**src/rtl/s2a_sample_packer.sv**
```systemverilog
// Purpose : packs two I/Q samples per 64-bit S2A buffer word, aligned to system sync.
// Latency : Ien/Idata registered one Sclk after the second sample of a pair (or the FLUSH cycle).
// Backpr. : none; rx_valid is never stalled and the S2A side must drain buffer halves in time.
//
// Ports:
//   Sclk, rst_n      stream clock (rising edge), async active-low reset
//   sync             system sync; high clears phase/holding/drop count, fall starts RUN
//   enable           capture enable, may toggle at any time
//   rx_valid/rx_i/rx_q  one signed I/Q sample per valid cycle
//   test_mode        counter pattern select (only when S2A_PACK_TEST_EN is defined)
//   Ien/Idata        buffer write strobe and packed word {Q1,I1,Q0,I0}
//   running          high while in RUN
//   drop_cnt         saturating count of samples received outside RUN
// Build option: define S2A_PACK_TEST_EN to add the tcnt test-pattern source.
module s2a_sample_packer #(
  parameter int IN_WIDTH  = 12,
  parameter int MSB_ALIGN = 0
) (
  input  logic                Sclk,
  input  logic                rst_n,
  input  logic                sync,
  input  logic                enable,
  input  logic                rx_valid,
  input  logic [IN_WIDTH-1:0] rx_i,
  input  logic [IN_WIDTH-1:0] rx_q,
  input  logic                test_mode,
  output logic                Ien,
  output logic [63:0]         Idata,
  output logic                running,
  output logic [15:0]         drop_cnt
);

  typedef enum logic [1:0] {IDLE, ARMED, RUN, FLUSH} state_t;

  localparam int SHIFT = 16 - IN_WIDTH;

  state_t      state, state_nxt;
  logic        phase;
  logic        sync_d;
  logic [31:0] hold_dat;
  logic [15:0] i16, q16;
  logic [31:0] samp_dat;
  logic        accept;
  logic        drop;
  logic        do_flush;
  logic        phase_after;

  // Sample formatting: sign-extend or left-justify into 16 bits.
  always_comb begin
    i16 = 16'($signed(rx_i));
    q16 = 16'($signed(rx_q));
    if (MSB_ALIGN != 0) begin
      i16 = 16'(rx_i) << SHIFT;
      q16 = 16'(rx_q) << SHIFT;
    end
  end

`ifdef S2A_PACK_TEST_EN
  logic [15:0] tcnt;

  // The counter pattern bypasses alignment so the word content is format independent.
  assign samp_dat = test_mode ? {~tcnt, tcnt} : {q16, i16};

  always_ff @(posedge Sclk or negedge rst_n) begin
    if (!rst_n) begin
      tcnt <= 16'h0;
    end else if (sync) begin
      tcnt <= 16'h0;
    end else if (accept) begin
      tcnt <= tcnt + 16'h1;
    end
  end
`else
  logic unused_test_mode;

  assign unused_test_mode = test_mode;
  assign samp_dat         = {q16, i16};
`endif

  // sync dominates everything: no sample is taken or dropped while it is high.
  assign accept      = rx_valid && !sync && (state == RUN);
  assign drop        = rx_valid && !sync && (state != RUN);
  assign do_flush    = !sync && (state == FLUSH);
  assign phase_after = accept ? ~phase : phase;

  always_ff @(posedge Sclk or negedge rst_n) begin
    if (!rst_n) begin
      state <= IDLE;
    end else begin
      state <= state_nxt;
    end
  end

  always_comb begin
    state_nxt = state;
    if (sync) begin
      state_nxt = enable ? ARMED : IDLE;
    end else begin
      case (state)
        IDLE:  if (enable) state_nxt = ARMED;
        ARMED: begin
          if (!enable)     state_nxt = IDLE;
          else if (sync_d) state_nxt = RUN;   // sync was high last cycle, low now
        end
        // A sample arriving with the enable drop still counts toward the pair.
        RUN:   if (!enable) state_nxt = phase_after ? FLUSH : IDLE;
        FLUSH: state_nxt = IDLE;
        default: state_nxt = IDLE;
      endcase
    end
  end

  always_ff @(posedge Sclk or negedge rst_n) begin
    if (!rst_n) begin
      Ien      <= 1'b0;
      Idata    <= 64'h0;
      running  <= 1'b0;
      drop_cnt <= 16'h0;
      phase    <= 1'b0;
      sync_d   <= 1'b0;
      hold_dat <= 32'h0;
    end else begin
      Ien     <= 1'b0;
      sync_d  <= sync;
      // Registered from the next state so running tracks state==RUN exactly.
      running <= (state_nxt == RUN);
      if (sync) begin
        phase    <= 1'b0;
        hold_dat <= 32'h0;
        drop_cnt <= 16'h0;
      end else begin
        if (accept) begin
          if (!phase) begin
            hold_dat <= samp_dat;
            phase    <= 1'b1;
          end else begin
            Ien   <= 1'b1;
            Idata <= {samp_dat, hold_dat};
            phase <= 1'b0;
          end
        end
        if (do_flush) begin
          Ien      <= 1'b1;
          Idata    <= {32'h0, hold_dat};
          phase    <= 1'b0;
          hold_dat <= 32'h0;
        end
        if (drop && (drop_cnt != 16'hFFFF)) begin
          drop_cnt <= drop_cnt + 16'h1;
        end
      end
    end
  end

endmodule

```
**config.mk**
```make
export PLATFORM = sky130hd
export DESIGN_NAME = s2a_sample_packer
export DESIGN_NICKNAME = d
export VERILOG_FILES = /design/src/rtl/s2a_sample_packer.sv
export SDC_FILE = /design/constraint.sdc
export NUM_CORES = 1
export LEC_CHECK = 0
export ABC_AREA = 1
export CORE_MARGIN = 4
export CORE_UTILIZATION = 38
export CTS_CLUSTER_SIZE = 10
export DETAILED_ROUTE_END_ITERATION = 6
export PLACE_DENSITY = 0.69
export SLEW_MARGIN = 20
export SYNTH_ARGS = -nofsm -noshare
export SYNTH_HDL_FRONTEND = slang
export SYNTH_SLANG_ARGS = --single-unit
```
**constraint.sdc**
```tcl
create_clock -name Sclk -period 3 [get_ports Sclk]
set_clock_uncertainty 0.2 [all_clocks]
set_input_delay 0.3 -clock Sclk [delete_from_list [all_inputs] [get_ports Sclk]]
set_output_delay 0.3 -clock Sclk [all_outputs]
set_load 0.02 [all_outputs]
```
# Word level (Yosys, flattened, before mapping)

Index checks and enable logic that the tools add are counted.

Multiplexer cells: 26
Add/sub/neg operators: 1
Reductions and logical operators: 13
Equal/unequal tests: 7
Bitwise operators: 2

Operators with widths:

| operator              | count |
|---|---|
| $mux 64               | 3 |
| $mux 32               | 4 |
| $mux 16               | 2 |
| $add 16x1->16 const B | 1 |
| $ne 16x16->1 const B  | 1 |
| $mux 2                | 6 |
| $mux 1                | 10 |
| $pmux 2 s4            | 1 |
| $eq 2x2->1 const B    | 3 |
| $reduce_bool 2->1     | 3 |
| $logic_and 1x1->1     | 5 |
| $ne 3x2->1 const B    | 1 |
| $reduce_and 3->1      | 1 |
| $reduce_bool 3->1     | 1 |
| $eq 2x1->1 const B    | 1 |
| $logic_not 2->1       | 1 |
| $ne 2x2->1 const B    | 1 |
| $not 1->1             | 2 |
| $reduce_and 2->1      | 1 |
| $logic_not 1->1       | 1 |

Register bits after elaboration: 118

# Logic depth before layout (Yosys ltp)

Gate-level depths: netlist (run 1).

Word-level depth: 9
Gate-level depth with buffers: 9

# Worst setup path before layout (run 1)

No wires, ideal clock.

Path kind: register to register
Start: register drop_cnt[0]
End: register drop_cnt[2]
Setup time: 0.117 ns
Arrival time: 1.561 ns
Stages on the path, launching flop included: 10
Path buffers: 1
Data required time: 2.683 ns
Period minus slack after synthesis: 1.879 ns
Slack: 1.121 ns
Cell sequence: dfrtp_1 -> ha_1 -> nand2_1 -> nor2_4 -> nand2_4 -> o21ai_4 -> inv_2 -> buf_6 -> nand3_1 -> nand2_1

Cells in the longest elaborated chain, start to end: 3
Elaborated cells between the ends (all ways): 6

Ends and longest elaborated chain:

| item                                                 | RTL line | text |
|---|---|---|
| start: declaration                                   | 30       | `output logic [15:0] drop_cnt` |
| start signal: assignment                             | 149      | `drop_cnt <= drop_cnt + 16'h1;` |
| $add 16x1->16 / $ne 16x16->1 (equally long branches) | 149, 148 |  |
| $mux 16 / $logic_and 1x1->1 (equally long branches)  | 148      | `if (drop && (drop_cnt != 16'hFFFF)) begin` |
| $mux 16 / $reduce_bool 2->1 (equally long branches)  | --       |  |

Parallel ways exist; a longest one is shown, timed or not. The select of a mux whose other input is x is not followed.
A chain may end at the register's enable or synchronous reset.

# Final worst setup path (run 1)

Start: register state[0]
End: register Idata[34]

Cells in the longest elaborated chain, start to end: 4
Elaborated cells between the ends (all ways): 8

Ends and longest elaborated chain:

| item                                 | RTL line | text |
|---|---|---|
| start: declaration                   | 37       | `state_t state, state_nxt;` |
| start signal: assignment             | 90       | `state <= state_nxt;` |
| $eq 2x2->1 (on tied branches)        | 81, 83   |  |
| $logic_and 1x1->1 (on tied branches) | 81, 83   |  |
| $reduce_bool 2->1 (no source line)   | --       |  |
| $reduce_and 3->1 (no source line)    | --       |  |
| end signal: assignment               | 138      | `Idata <= {samp_dat, hold_dat};` |
| end signal: assignment               | 144      | `Idata <= {32'h0, hold_dat};` |
| end: declaration                     | 28       | `output logic [63:0] Idata,` |

Parallel ways exist; a longest one is shown, timed or not.

==> key figures, run 1 <==
Timing
  – Final setup viols: 0
  – Tightest Pin Transition: 1008 ps
  – Slew headroom: 32.77%
  – Setup TNS: 0 ps
  – Slew Viols, Final: 0
  – Hold slack: 272.2 ps
  – Max Clock Freq: 447.0 MHz
  – RSZ-0062 raised after global routing: false
  – Final hold viol count: 0
  – Fin crit share: 74.58%
  – Tmin final: 2237 ps

Die
  – Chip width: 114.8 um
  – DIE HEIGHT: 114.8 um
  – Cell Rows: 38
  – Initial Util: 39.46%
  – Die area: 13,180 um2
  – I/O pin count: 112
  – Area of the core: 10,980 um2

Setup path
  – CP max FO: 70
  – Most used cell, CP: nand2_4
  – Reg-to-reg slack, setup: 760 ps
  – RR Startpoint: state[0]
  – Worst Setup EP: Idata[34]
  – Critical Path Start Type: flip-flop
  – R2R cell count: 8
  – Crit. Startpoint: state[0]
  – Required time of the critical path: 3050 ps
  – RR Endpoint: Idata[34]
  – Nature of the critical path endpoint: flip-flop
  – Setup CP Type: flip-flop to flip-flop
  – Delay of the slowest critical-path stage: 420 ps
  – Crit path DAT: 2290 ps
  – CP max-delay cell: dfrtp_1
  – Cell Chain, Critical Path: nand2_2 > nor2_2 > inv_2 > nand2_4 > nand2_4 > buf_12 > nand2_1 > o21ai_1

Route
  – Routed via count: 3,526
  – Drt drc: 0
  – Post-Route WL: 10,120 um
  – DRT iter0 DRCs: 198
  – Routed WL per cell: 13.94 um
  – Vias/cell: 4.857
  – Final ANT Viol Nets: 0
  – First-pass iteration count of the detailed router: 4

Cells and area
  – Fill cells: 1,052
  – Layout cells sized above 1: 7.679%
  – Diodes inserted: 0
  – Post-route cell area: 5699 um2
  – Area grow syn2layout: 31.50%
  – # nets final: 613

Place
  – DPL Wire Length: 7082 um
  – Routability cong.: 0.8789
  – Placed Instance Area: 5395 um2
  – Input/output buffers: 110

Global route
  – First-pass GRT wire length: 17,130 um
  – Largest net degree at the start of global routing: 71
  – Vias in the first global route: 3,543
  – Initial antenna violation count: 0
  – GRT overflow: 0
  – Tot GR Track Use: 16.27%

Synth
  – Mapped Cells: 492
  – Most frequent cell after synthesis: nand2_1
  – Synth Warn #: 0
  – Synth area leader: dfrtp_1
  – Post-Synth XOR/XNOR Area: 1.415%
  – Synth Register Bits: 94
  – Syn Area/Cell: 8.809 um2
  – Synth top area share: 54.27%
  – Multiplexer area fraction after synthesis: 0%
  – Synth unique cells: 27
  – Seq/Total Area, Yosys: 54.27%
  – Compound-Gate Fraction of Synth Area: 9.065%
  – Simple-gate share of the synthesized area: 25.55%
  – Largest family of logic cells by synthesized area: simple AND/OR/NAND/NOR gates
  – EDFF count, synth: 0
  – Synth area leaders: dfrtp_1 54%, nand2_1 13%, nand3_1 6.4%
  – Syn Nets: 524
  – Synth Area in Adders: 0.5774%
  – Post-synth top cells: 150 x nand2_1, 94 x dfrtp_1, 55 x nand3_1, 48 x o21ai_1, 27 x inv_1
  – Cell Area, Synth: 4334 um2
  – FFs w/ async S/R, synth: 100.0%
  – Main flop type after synthesis: dfrtp_1

Clock tree
  – Root Buffer: clkbuf_16
  – TritonCTS buffer count: 9
  – PostCTS Resize Cnt: 0
  – Clock Tree Buf Depth: 2
  – Clk sinks: 94
  – H-tree levels: 3
  – Clk_lat worst skew: 340 ps
  – CTS clk-pin slew, worst paths: 60 ps
  – CTS tree: built

Run status
  – Status: finished clean

Power
  – Pwr Density: 487.5 nW/um2
  – Overall power: 2.779 mW
  – Leak: 2.669 nW
  – VDD IR max: 0.2197 mV

Worst hold path
  – Worst Hold Class: flip-flop to flip-flop

Run
  – Max Cap Viol: 0
-- logic make-up (layout without fill, tap and decap cells) --
| logic type | Yosys count | in the layout |
|---|---|---|
| compound gates | 71 | 71 |
| xor+xnor | 7 | 7 |
| flops | 94 | 94 |
| fa+ha+maj | 2 | 2 |
| simple gates | 248 | 248 |
| buf+inv | 70 | 164 |
-- worst max-delay path, delay by kind of cell (launching register included) --
kind / cells / cell delay (ps)
and+or+nand+nor: 5 / 860
buffers and inverters: 2 / 530
DFF: 1 / 420
AOI/OAI and AO/OA: 1 / 90
-- layout make-up --
cell class / count / area, um2 / share of cell area [%]
well taps: 140 / 175.2 / 3.074
flip-flops and latches: 94 / 2352 / 41.27
multi-input cells: 328 / 1587 / 27.84
repair buffers: 116 / 1171 / 20.55
clock buffers: 13 / 250.2 / 4.391
inverters: 32 / 120.1 / 2.108
clock inverters: 3 / 43.79 / 0.7684
-- placed cells by master, fill, tap and decap left out, drive strengths merged --
cell type / instances
a21oi: 2
buf: 6
bufinv: 1
clkbuf: 13
clkdlybuf4s50: 109
clkinv: 2
dfrtp: 94
dlygate4sd3: 1
ha: 2
inv: 32
nand2: 160
nand3: 59
nand4: 4
nor2: 25
o21a: 1
o21ai: 55
o21bai: 1
o221ai: 1
o22ai: 11
xor2: 7
-- through the flow --
step	std cells	utilization (%)	setup slack (ps)
6_report	726	51.89	762.7
4_1_cts	726	51.89	745.1
3_3_place_gp	709	49.12	528.8
5_1_grt	726	51.89	485.0
3_5_place_dp	709	49.12	535.0
2_1_floorplan	492	-	1121
-- what timing repair did --
action	in CTS	in global routing
hold buffers	1	0
buffers inserted	0	0
hold endpoints to repair	43	0
-- metal layers --
layer / vias up / global-route usage (%) / share of wire (%)
met1: 1662 / 21.52 / 45
met5: - / 0 / 0
met2: 79 / 26.39 / 48
met3: 18 / 2.842 / 4.8
li1: 1767 / - / -
met4: 0 / 7.199 / 2.4
-- how the worst min path moves through the flow --
| stage | from | end | slack, ps | cells past startpoint |
|---|---|---|---|---|
| after floorplan | rst_n | Idata[0] | -200 | 0 |
| after global placement | rst_n | Idata[2] | 130 | 1 |
| after detailed placement | rst_n | Idata[2] | 150 | 1 |
| after CTS | Idata[25] | Idata[25] | 280 | 2 |
| after global routing | Idata[25] | Idata[25] | 300 | 2 |
| final | Idata[25] | Idata[25] | 270 | 2 |
-- sequential cells by signal, summed over array words and instances (netlist names) --
| register | count |
|---|---|
| running | 1 |
| drop_cnt | 16 |
| Ien | 1 |
| phase | 1 |
| sync_d | 1 |
| Idata | 48 |
| state | 2 |
| hold_dat | 24 |
-- power by group --
part           internal, mW  switching, mW
combinational         0.132          0.172
clock                 0.670          0.455
sequential             1.32         0.0311
(Power assumes the default switching activity.)
==> run 2, diff against run 1 <==
--- a/config.mk
+++ b/config.mk
@@ -10,7 +10,7 @@
 export CORE_UTILIZATION = 38
 export CTS_CLUSTER_SIZE = 10
 export DETAILED_ROUTE_END_ITERATION = 6
-export PLACE_DENSITY = 0.69
+export PLACE_DENSITY = 0.71
 export SLEW_MARGIN = 20
 export SYNTH_ARGS = -nofsm -noshare
 export SYNTH_HDL_FRONTEND = slang
==> constraint.sdc (replaced) <==
create_clock -name Sclk -period 1.9 [get_ports Sclk]
set_clock_uncertainty 0.2 [all_clocks]
set_input_delay 0.19 -clock Sclk [delete_from_list [all_inputs] [get_ports Sclk]]
set_output_delay 0.19 -clock Sclk [all_outputs]
set_load 0.02 [all_outputs]
==> key figures, run 2 (synthesis gave the netlist of run 1 again) <==
Setup path
  – Delay of the slowest critical-path stage: 650 ps (was 420 ps)
  – Cell Chain, Critical Path: clkdlybuf4s50_1 (was nand2_2 > nor2_2 > inv_2 > nand2_4 > nand2_4 > buf_12 > nand2_1 > o21ai_1)
  – Critical Path Start Type: flip-flop (unchanged)
  – Setup CP Type: flip-flop to output pin (was flip-flop to flip-flop)
  – WP buf/inv: 1 (was 2)
  – CP delay by family, top: buffers and inverters (was simple AND/OR/NAND/NOR gates)
  – CP max FO: 6 (was 70)
  – Crit path DAT: 1450 ps (was 2290 ps)
  – Required time of the critical path: 1510 ps (was 3050 ps)
  – Nature of the critical path endpoint: output pin (was flip-flop)
  – CP max-delay cell: clkdlybuf4s50_1 (was dfrtp_1)

Route
  – Post-Route WL: 10,470 um (was 10,120 um)
  – First-pass iteration count of the detailed router: 4 (unchanged)
  – Routed WL per cell: 14.05 um (was 13.94 um)
  – Drt drc: 0 (unchanged)
  – DRT iter0 DRCs: 161 (was 198)
  – Routed via count: 3,654 (was 3,526)
  – Final ANT Viol Nets: 0 (unchanged)
  – Vias/cell: 4.905 (was 4.857)

Global route
  – GRT overflow: 0 (unchanged)
  – Largest net degree at the start of global routing: 47 (was 71)
  – Initial antenna violation count: 0 (unchanged)
  – Tot GR Track Use: 16.10% (was 16.27%)
  – Vias in the first global route: 3,587 (was 3,543)
  – First-pass GRT wire length: 17,330 um (was 17,130 um)

Timing
  – Slew Viols, Final: 0 (unchanged)
  – RSZ-0062 raised after global routing: false (unchanged)
  – Fin crit share: 96.61%
  – Slew headroom: 69.86% (was 32.77%)
  – Tmin final: 1836 ps
  – Max Clock Freq: 544.8 MHz
  – Hold slack: 148.3 ps (was 272.2 ps)
  – Setup ws final: 64.36 ps (was 762.7 ps)
  – Tightest Pin Transition: 452.0 ps (was 1008 ps)
  – Final setup viols: 0 (unchanged)
  – Final hold viol count: 0 (unchanged)

Cells and area
  – Area grow syn2layout: 35.77% (was 31.50%)
  – Top reg by flops: Idata (unchanged)
  – # nets final: 632 (was 613)
  – Diodes inserted: 0 (unchanged)
  – Max reg flops: 48 (unchanged)
  – Most frequent cells in the layout: 150 x nand2_1, 108 x clkdlybuf4s50_1, 94 x dfrtp_1 (was 150 x nand2_1, 109 x clkdlybuf4s50_1, 94 x dfrtp_1)
  – Layout cells sized above 1: 11.07% (was 7.679%)
  – Most common cell after layout, fill and taps aside: nand2_1 (unchanged)
  – Final non-filler cell total: 745 (was 726)
  – Regs by FF count: Idata (48), hold_dat (24), drop_cnt (16) (unchanged)

Clock tree
  – Clk sinks: 94 (unchanged)
  – CTS clk-pin slew, worst paths: 70 ps (was 60 ps)
  – TritonCTS buffer count: 9 (unchanged)
  – Root Buffer: clkbuf_16 (unchanged)
  – Clk_lat worst skew: 330 ps (was 340 ps)
  – CTS tree: built (unchanged)
  – Clock Tree Buf Depth: 2 (unchanged)
  – H-tree levels: 3 (unchanged)

Place
  – Input/output buffers: 110 (unchanged)
  – Routability cong.: 0.8755 (was 0.8789)
  – DP Worst Slack: -65.97 ps (was 535.0 ps)
  – DPL Wire Length: 7656 um (was 7082 um)
  – Placed insts: 727 (was 709)

Die
  – Chip width: 114.8 um (unchanged)
  – I/O pin count: 112 (unchanged)
  – Die area: 13,180 um2 (unchanged)
  – Initial Util: 39.46% (unchanged)
  – DIE HEIGHT: 114.8 um (unchanged)
  – Cell Rows: 38 (unchanged)
  – Area of the core: 10,980 um2 (unchanged)

Power
  – Leak: 2.798 nW (was 2.669 nW)
  – VDD IR max: 0.4409 mV (was 0.2197 mV)
  – Pwr Density: 744.4 nW/um2 (was 487.5 nW/um2)

Worst hold path
  – Worst Hold Class: input port to asynchronous set/reset pin (was flip-flop to flip-flop)

Run
  – Max Cap Viol: 0 (unchanged)

Run status
  – Status: finished clean (unchanged)
## run 2: through the flow
stage | setup TNS, ps | util [%] | power (mW) | area [um2]
after floorplan | 0 | - | 2.409 | 4334
after global placement | -111.9 | 50.69 | 2.669 | 5568
after detailed placement | -326.7 | 50.69 | 2.684 | 5568
after CTS | 0 | 53.43 | 4.431 | 5868
after global routing | 0 | 53.58 | 4.557 | 5884
final | 0 | 53.58 | 4.380 | 5884
## run 2: power breakdown
group / internal [mW] / switching, mW / total [mW]
Clock: 0.947 / 0.787 / 1.73
Sequential: 2.08 / 0.0487 / 2.13
Combinational: 0.234 / 0.284 / 0.518
Total: 3.26 / 1.12 / 4.38
## run 2: area by class of cell
| cell class | count | area, um2 |
|---|---|---|
| fill | 1054 | 5099 |
| timing repair buffer | 135 | 1358 |
| clock inverter | 6 | 51.30 |
| clock buffer | 10 | 239.0 |
| multi-input combinational | 328 | 1587 |
| tap | 140 | 175.2 |
| sequential | 94 | 2352 |
| inverter | 32 | 122.6 |
## run 2: repair_timing
action                                  CTS  global route
setup buffers                             0             1
hold buffers                              1             0
gates resized for setup                   0             3
hold endpoints to repair                 31             0
endpoints found under the setup margin    0            12
## run 2: metal layers
| metal | global-route usage, % | up-vias | routed length (um) |
|---|---|---|---|
| li1 | - | 1800 | - |
| met1 | 21.53 | 1763 | 4612 |
| met2 | 27.44 | 83 | 5351 |
| met3 | 2.789 | 8 | 442 |
| met4 | 3.912 | 0 | 59 |
| met5 | 0 | - | 0 |
## run 2: path summary, 6_finish.rpt
path,depth (start not counted),to,from,slack [ps]
worst min register to register,2,Idata[25],Idata[25],270
worst max-delay path,1,drop_cnt[3],drop_cnt[3],60
max in group asynchronous,3,Idata[51],rst_n,740
min in group Sclk,3,Idata[62],rx_q[11],240
worst min-delay path,2,Idata[33],rst_n,150
worst max register to register,7,drop_cnt[7],drop_cnt[0],140
